$ cat src/rtl/xadc_packet_package.sv
// Shared types and constants for the XADC multi-channel sample packetizer.
package xadc_packet_package;

  typedef enum logic [1:0] {
    IDLE          = 2'd0,
    SEND_HEADER   = 2'd1,
    SEND_DATA     = 2'd2,
    SEND_CHECKSUM = 2'd3
  } pkt_state_e;

  localparam logic [3:0] HEADER_TYPE_DEFAULT = 4'h1;

endpackage

$ cat src/rtl/xadc_multi_packetizer.sv
// Captures one sample from every enabled channel in a single cycle and streams
// it out as a byte packet: header, per-channel sample bytes (MSB first), XOR checksum.
//
// state         | meaning
// IDLE          | tracking channel_mask, waiting for all enabled channels valid
// SEND_HEADER   | presenting {HEADER_TYPE, seq}
// SEND_DATA     | presenting sample bytes of enabled channels, ascending index
// SEND_CHECKSUM | presenting XOR of header and data bytes (CHECKSUM_EN only)
module xadc_multi_packetizer
  import xadc_packet_package::*;
#(
  parameter int         NUM_CHANNELS = 2,
  parameter int         SAMPLE_WIDTH = 16,
  parameter int         CHECKSUM_EN  = 1,
  parameter logic [3:0] HEADER_TYPE  = HEADER_TYPE_DEFAULT
) (
  input  logic                                 clk,
  input  logic                                 rst,
  input  logic [NUM_CHANNELS-1:0]              channel_mask,
  input  logic [NUM_CHANNELS*SAMPLE_WIDTH-1:0] s_tdata,
  input  logic [NUM_CHANNELS-1:0]              s_tvalid,
  output logic [NUM_CHANNELS-1:0]              s_tready,
  output logic [7:0]                           m_tdata,
  output logic                                 m_tvalid,
  input  logic                                 m_tready,
  output logic                                 m_tlast,
  output logic                                 busy
);

  localparam int BPS    = SAMPLE_WIDTH / 8;
  localparam int CH_W   = (NUM_CHANNELS > 1) ? $clog2(NUM_CHANNELS) : 1;
  localparam int FLAT_W = NUM_CHANNELS * SAMPLE_WIDTH;

  pkt_state_e              state, state_nxt;
  logic [NUM_CHANNELS-1:0] mask_latched;
  logic [FLAT_W-1:0]       sample_q;
  logic [FLAT_W-1:0]       sample_shift;
  logic [CH_W-1:0]         ch_idx;
  logic [CH_W-1:0]         first_ch;
  logic [CH_W-1:0]         next_ch;
  logic                    has_next;
  logic [1:0]              byte_cnt;
  logic [3:0]              seq;
  logic [7:0]              chk_q;
  logic [7:0]              header;
  logic [7:0]              cur_byte;
  logic                    capture;
  logic                    last_data;
  logic                    hs;

  // rst gates capture so s_tready is held low while reset is asserted
  assign capture = rst && (state == IDLE) && (channel_mask != '0) &&
                   ((s_tvalid & channel_mask) == channel_mask);
  assign s_tready  = capture ? channel_mask : '0;
  assign header    = {HEADER_TYPE, seq};
  assign busy      = (state != IDLE);
  assign hs        = m_tvalid && m_tready;
  assign last_data = (byte_cnt == 2'd0) && !has_next;

  always_comb begin
    first_ch = '0;
    next_ch  = '0;
    has_next = 1'b0;
    for (int i = NUM_CHANNELS - 1; i >= 0; i--) begin
      if (channel_mask[i]) first_ch = CH_W'(i);
      if (mask_latched[i] && (i > int'(ch_idx))) begin
        has_next = 1'b1;
        next_ch  = CH_W'(i);
      end
    end
  end

  always_comb begin
    sample_shift = sample_q >> (int'(ch_idx) * SAMPLE_WIDTH + int'(byte_cnt) * 8);
    cur_byte     = sample_shift[7:0];
  end

  always_ff @(posedge clk or negedge rst) begin
    if (!rst) state <= IDLE;
    else      state <= state_nxt;
  end

  always_comb begin
    state_nxt = state;
    m_tvalid  = 1'b0;
    m_tlast   = 1'b0;
    m_tdata   = '0;
    case (state)
      IDLE: begin
        if (capture) state_nxt = SEND_HEADER;
      end
      SEND_HEADER: begin
        m_tvalid = 1'b1;
        m_tdata  = header;
        if (m_tready) state_nxt = SEND_DATA;
      end
      SEND_DATA: begin
        m_tvalid = 1'b1;
        m_tdata  = cur_byte;
        m_tlast  = (CHECKSUM_EN == 0) && last_data;
        if (m_tready && last_data)
          state_nxt = (CHECKSUM_EN != 0) ? SEND_CHECKSUM : IDLE;
      end
      SEND_CHECKSUM: begin
        m_tvalid = 1'b1;
        m_tdata  = chk_q;
        m_tlast  = 1'b1;
        if (m_tready) state_nxt = IDLE;
      end
      default: state_nxt = IDLE;
    endcase
  end

  always_ff @(posedge clk or negedge rst) begin
    if (!rst) begin
      mask_latched <= '0;
      sample_q     <= '0;
      ch_idx       <= '0;
      byte_cnt     <= '0;
      seq          <= '0;
      chk_q        <= '0;
    end else begin
      if (state == IDLE) mask_latched <= channel_mask;
      if (capture) begin
        for (int i = 0; i < NUM_CHANNELS; i++)
          if (channel_mask[i])
            sample_q[i*SAMPLE_WIDTH +: SAMPLE_WIDTH] <= s_tdata[i*SAMPLE_WIDTH +: SAMPLE_WIDTH];
        ch_idx   <= first_ch;
        byte_cnt <= 2'(BPS - 1);
      end
      if (hs) begin
        case (state)
          SEND_HEADER: chk_q <= header;
          SEND_DATA: begin
            chk_q <= chk_q ^ cur_byte;
            // byte_cnt counts down so the MSB of each sample goes first
            if (byte_cnt == 2'd0) begin
              ch_idx   <= next_ch;
              byte_cnt <= 2'(BPS - 1);
            end else begin
              byte_cnt <= byte_cnt - 2'd1;
            end
          end
          default: ;
        endcase
        if (m_tlast) seq <= seq + 4'd1;
      end
    end
  end

endmodule

$ cat config.mk
export PLATFORM = sky130hd
export DESIGN_NAME = xadc_multi_packetizer
export DESIGN_NICKNAME = d
export VERILOG_FILES = /design/src/rtl/xadc_packet_package.sv /design/src/rtl/xadc_multi_packetizer.sv
export SDC_FILE = /design/constraint.sdc
export NUM_CORES = 1
export LEC_CHECK = 0
export ABC_AREA = 1
export CAP_MARGIN = 20
export CORE_MARGIN = 1
export CORE_UTILIZATION = 56
export CTS_CLUSTER_SIZE = 20
export DETAILED_ROUTE_END_ITERATION = 12
export PLACE_DENSITY = 0.93
export SYNTH_ARGS = -nofsm -noshare
export SYNTH_HDL_FRONTEND = slang
export SYNTH_SLANG_ARGS = --single-unit
export TNS_END_PERCENT = 50
$ cat constraint.sdc
create_clock -name clk -period 3.3 [get_ports clk]
set_input_delay 0.66 -clock clk [delete_from_list [all_inputs] [get_ports clk]]
set_output_delay 0.66 -clock clk [all_outputs]
set_load 0.03 [all_outputs]
# After elaboration in Yosys (flattened, before gate mapping)
# Cells that the tools add are included.
# Widths: inputs -> output; s select.
[word_totals]
reg_bits = 51
inputBits = 39
out_inout_bits = 13
wordCells = 63
[op_classes]
add_sub_neg = 3
order_cmp = 1
n_eq_ne = 8
shift = 1
muxes = 21
bitwise = 2
reduce_logical = 19
[ops]
columns = ["cell", "n"]
rows = [
  ["$shr 32x6->8", 1],
  ["$pmux 8 s3", 1],
  ["$mux 2", 9],
  ["$pmux 8 s2", 1],
  ["$mux 1", 9],
  ["$ne 2x2->1 const B", 4],
  ["$pmux 2 s4", 1],
  ["$reduce_and 2->1", 4],
  ["$xor 8x8->8", 1],
  ["$logic_and 1x1->1", 7],
  ["$add 5x5->6", 1],
  ["$reduce_bool 2->1", 3],
  ["$add 4x1->4 const B", 1],
  ["$eq 2x2->1 const B", 2],
  ["$logic_not 2->1", 2],
  ["$reduce_and 4->1", 1],
  ["$reduce_or 3->1", 1],
  ["$and 2x2->2", 1],
  ["$eq 2x1->1 const B", 1],
  ["$eq 2x2->1", 1],
  ["$sub 2x1->2 const B", 1],
  ["$gt 1x1->1 const A", 1],
  ["$logic_not 1->1", 1],
]

# Logic depth before layout (Yosys ltp)
[logic_depth]
ltp_word = 8
ltp_mapped = 13
ltp_nobuf = 11

# Least setup slack after synthesis
# No wires, ideal clock.
[synth_path]
path_kind = "register -> output"
startpoint = "register ch_idx"
endpoint = "output m_tdata[1]"
t_arrival_ps = 1704
t_required_ps = 2640
slack_ps = 936
path_stages_with_launch = 8
path_buffers = 1
cell_sequence = "dfrtp_1 > ha_1 > buf_2 > inv_1 > nand3_1 > nand2_1 > nand3_1 > a21oi_1"
[synth_between]
elab_chain_cells = 3
[synth_rtl]
columns = ["item", "line", "source"]
rows = [
  ["start, declared", "xadc_multi_packetizer.sv:38", "logic [CH_W-1:0] ch_idx;"],
  ["start signal, assigned", "xadc_multi_packetizer.sv:128", "ch_idx <= first_ch;"],
  ["start signal, assigned", "xadc_multi_packetizer.sv:138", "ch_idx <= next_ch;"],
  ["$add 5x5->6", "xadc_multi_packetizer.sv:74", "sample_shift = sample_q >> (int'(ch_idx) * SAMPLE_WIDTH + int'(byte_cnt) * 8);"],
  ["$shr 32x6->8", "xadc_multi_packetizer.sv:74", ""],
  ["$pmux 8 s3", "xadc_multi_packetizer.sv:88", "case (state)"],
  ["end, declared", "xadc_multi_packetizer.sv:23", "output logic [7:0] m_tdata,"],
]
# Every way passes these cells.

# Final worst setup path
[layout_path]
startpoint = "register ch_idx"
endpoint = "output m_tdata[2]"
# The elaborated chain is that of the path after synthesis.

==> flow_summary.json <==
{
  "rsz0062_at_grt": "no",
  "ff2ff_path_depth": 8,
  "path_max_fanout": 9,
  "grt.overflow.total": 0,
  "clk_latency_ns": 0.31,
  "regArea_um2": 1250,
  "synthTopCellsByArea": "dfrtp_1 44%, nand2_1 15%, inv_1 8.4%",
  "layout.nets": 476,
  "drtIter0Drc": 227,
  "synth_top_area_share_pct": 44.3,
  "path_depth": 7,
  "synthTopCellsByCount": "114 x nand2_1, 63 x inv_1, 50 x dfrtp_1",
  "start_kind": "register",
  "drc": 0,
  "worstPathRequired_ns": 2.64,
  "cp-startpoint": "ch_idx",
  "worst-setup-path-type": "reg -> out",
  "cpMostUsedCell": "nand3_1",
  "ant_nets": 0,
  "grt_pass1_wl_mm": 11.4,
  "seq_area_frac_synth_pct": 44.3,
  "critical-path-max-stage-delay_ns": 0.43,
  "clock_skew_ns": 0.00892,
  "drive_gt1_share_pct": 6.73,
  "syn-cell-area_um2": 2830,
  "start_util_pct": 59.0,
  "die_h_um": 73.0,
  "p_switching_mw": 1.43,
  "maxSlewViolCount": 0,
  "cts-root-buf": "clkbuf_8",
  "syn_to_final_growth_pct": 22.9,
  "hp-class": "in -> async",
  "design_area_um2": 3470,
  "setup_ws_ns": 0.438,
  "cp_cell_sequence": "ha_1, inv_1, nand3_1, nand2_1, nand3_1, a21oi_1, dlymetal6s2s_1",
  "p_int_mw": 1.72,
  "crit_family": "buffers and inverters",
  "dpl_worst_slack_ns": 0.416,
  "wl_mm": 6.54,
  "synth_top_cell_by_area": "dfrtp_1",
  "numClockSinks": 50,
  "synth-seq-cells": 50,
  "vias": 2607,
  "worst_pin_slew_ns": 0.592,
  "syn_inst": 383,
  "hpwl_mm": 4.88,
  "placed_cells": 490,
  "r2r_setup_slack_ns": 1.29,
  "multiInputGateArea_um2": 1220,
  "max_freq_mhz": 349,
  "synth_async_sr_flop_share_pct": 100,
  "timing.final.hold_violations": 0,
  "grt_pass1_vias": 2604,
  "wire_per_inst_um": 13.1,
  "end_kind": "primary output",
  "coreArea_um2": 4790,
  "port_buffers": 51,
  "yosysMostFrequentCell": "nand2_1",
  "period_minus_slack_ns": 2.86,
  "fillers": 359,
  "pin_count": 52,
  "clk_pin_slew_ns": 0.09,
  "ys_types": 30,
  "row_count": 25,
  "cp_slowest_cell": "ha_1",
  "h-tree-depth": 2,
  "synthesis.nets": 429,
  "cp-endpoint": "m_tdata[2]",
  "synth_edf_count": 0,
  "via_per_inst": 5.23,
  "cp_data_arrival_time_ns": 2.20,
  "ir_drop_mv": 0.601,
  "p_sw_share_pct": 45.5,
  "pwr-share-clk_pct": 13.9,
  "slew_headroom_pct": 60.5,
  "avgSynthCellArea_um2": 7.38,
  "fin_crit_sh_pct": 86.7,
  "dpl_cell_area_um2": 3340,
  "r2r_start": "state[0]",
  "maxCapViolations": 0,
  "grt_max_degree": 51,
  "finalSetupTns_ns": 0,
  "p_per_area_nw_per_um2": 908,
  "cp_num_buf_inv": 2,
  "cts_tree": "yes",
  "clock_path_buffers": 2,
  "power_leakage_nw": 1.83,
  "first_pass_iters": 5,
  "seqPwrFrac_pct": 33.9,
  "r2r-end": "byte_cnt[1]",
  "die_area_um2": 5330,
  "p_comb_share_pct": 52.2,
  "n_antenna_cell": 0,
  "ys_warn_count": 0,
  "synth_flop_cell": "dfrtp_1",
  "place.gp.congestion": 0.914,
  "numCtsBuffers": 5,
  "gr-usage-all-layers_pct": 28.0,
  "die_x_um": 73.0,
  "status": "completed",
  "stdcell_count": 498,
  "antenna_found_initial": 0,
  "cts_setup_buffers": 0,
  "finalSetupViolations": 0
}
[routing by layer]
| metal | global-route usage, % | vias up | share of wire (%) |
|---|---|---|---|
| li1 | - | 1285 | - |
| met1 | 35.2 | 1204 | 42 |
| met2 | 46.8 | 96 | 50 |
| met3 | 5.94 | 22 | 5.6 |
| met4 | 11.3 | 0 | 2.3 |
| met5 | 0 | - | 0 |
[sequential cells by signal (all words and copies together), names as in the netlist]
name	count
sample_q	32
chk_q	8
seq	4
byte_cnt	2
state	2
ch_idx	1
mask_latched	1
[cell type report]
| class | count | share of cell area [%] |
|---|---|---|
| clock buffers | 5 | 1.98 |
| clock inverters | 3 | 1.26 |
| inverters | 68 | 7.39 |
| multi-input cells | 250 | 35.0 |
| flip-flops and latches | 50 | 36.1 |
| well taps | 67 | 2.41 |
| repair buffers | 55 | 15.9 |
[power by group through the flow]
stage	clock network (mW)	logic, mW	registers (mW)
2_1_floorplan	0	1.23	1.00
3_3_place_gp	0	1.59	1.05
3_5_place_dp	0	1.64	1.07
4_1_cts	0.439	1.65	1.06
5_1_grt	0.464	1.85	1.10
6_report	0.438	1.64	1.07
[metrics by stage]
stage / utilization, % / total power, mW / hold WS [ns]
CTS: 72.1 / 3.16 / 0.504
global route: 72.5 / 3.41 / 0.530
global placement: 69.8 / 2.64 / 0.500
floorplan: - / 2.24 / 0.364
detailed placement: 69.8 / 2.71 / 0.507
finish: 72.5 / 3.15 / 0.466
[kinds of logic after synthesis]
group / share of synthesized area [%]
AND/OR/NAND/NOR: 29.1
buffers and inverters: 12.7
AO/OA/AOI/OAI: 9.57
flip-flops: 44.3
adder cells (fa/ha/maj): 3.10
XOR/XNOR: 0.930
multiplexers: 0.399
[how the worst min path moves through the flow]
stage                       end  slack, ns  cells past startpoint
global route        sample_q[8]       0.53                      2
floorplan           byte_cnt[0]       0.36                      0
finish              sample_q[9]       0.47                      2
CTS                 sample_q[2]       0.50                      2
global placement       chk_q[4]       0.50                      2
detailed placement     chk_q[4]       0.51                      2
[cells in the final DEF, fill, tap and decap left out, types with 2 or more instances in the layout]
| cell type | synthesis | final |
|---|---|---|
| a21oi_1 | 9 | 9 |
| buf_4 | 2 | 6 |
| clkbuf_8 | 0 | 5 |
| clkdlybuf4s50_1 | 0 | 40 |
| clkinv_2 | 1 | 2 |
| dfrtp_1 | 50 | 49 |
| dlymetal6s2s_1 | 0 | 8 |
| ha_1 | 7 | 7 |
| inv_1 | 63 | 63 |
| inv_2 | 4 | 4 |
| nand2_1 | 114 | 114 |
| nand2_2 | 2 | 2 |
| nand3_1 | 42 | 42 |
| nand4_1 | 9 | 9 |
| nor2_1 | 16 | 16 |
| o21ai_0 | 25 | 25 |
| o21ai_1 | 13 | 13 |
| xor2_1 | 2 | 2 |
[repair_timing]
action,in CTS,in global routing
gates resized for setup,0,9
hold buffers,0,0
endpoints found under the setup margin,0,8
(Power assumes the default switching activity.)
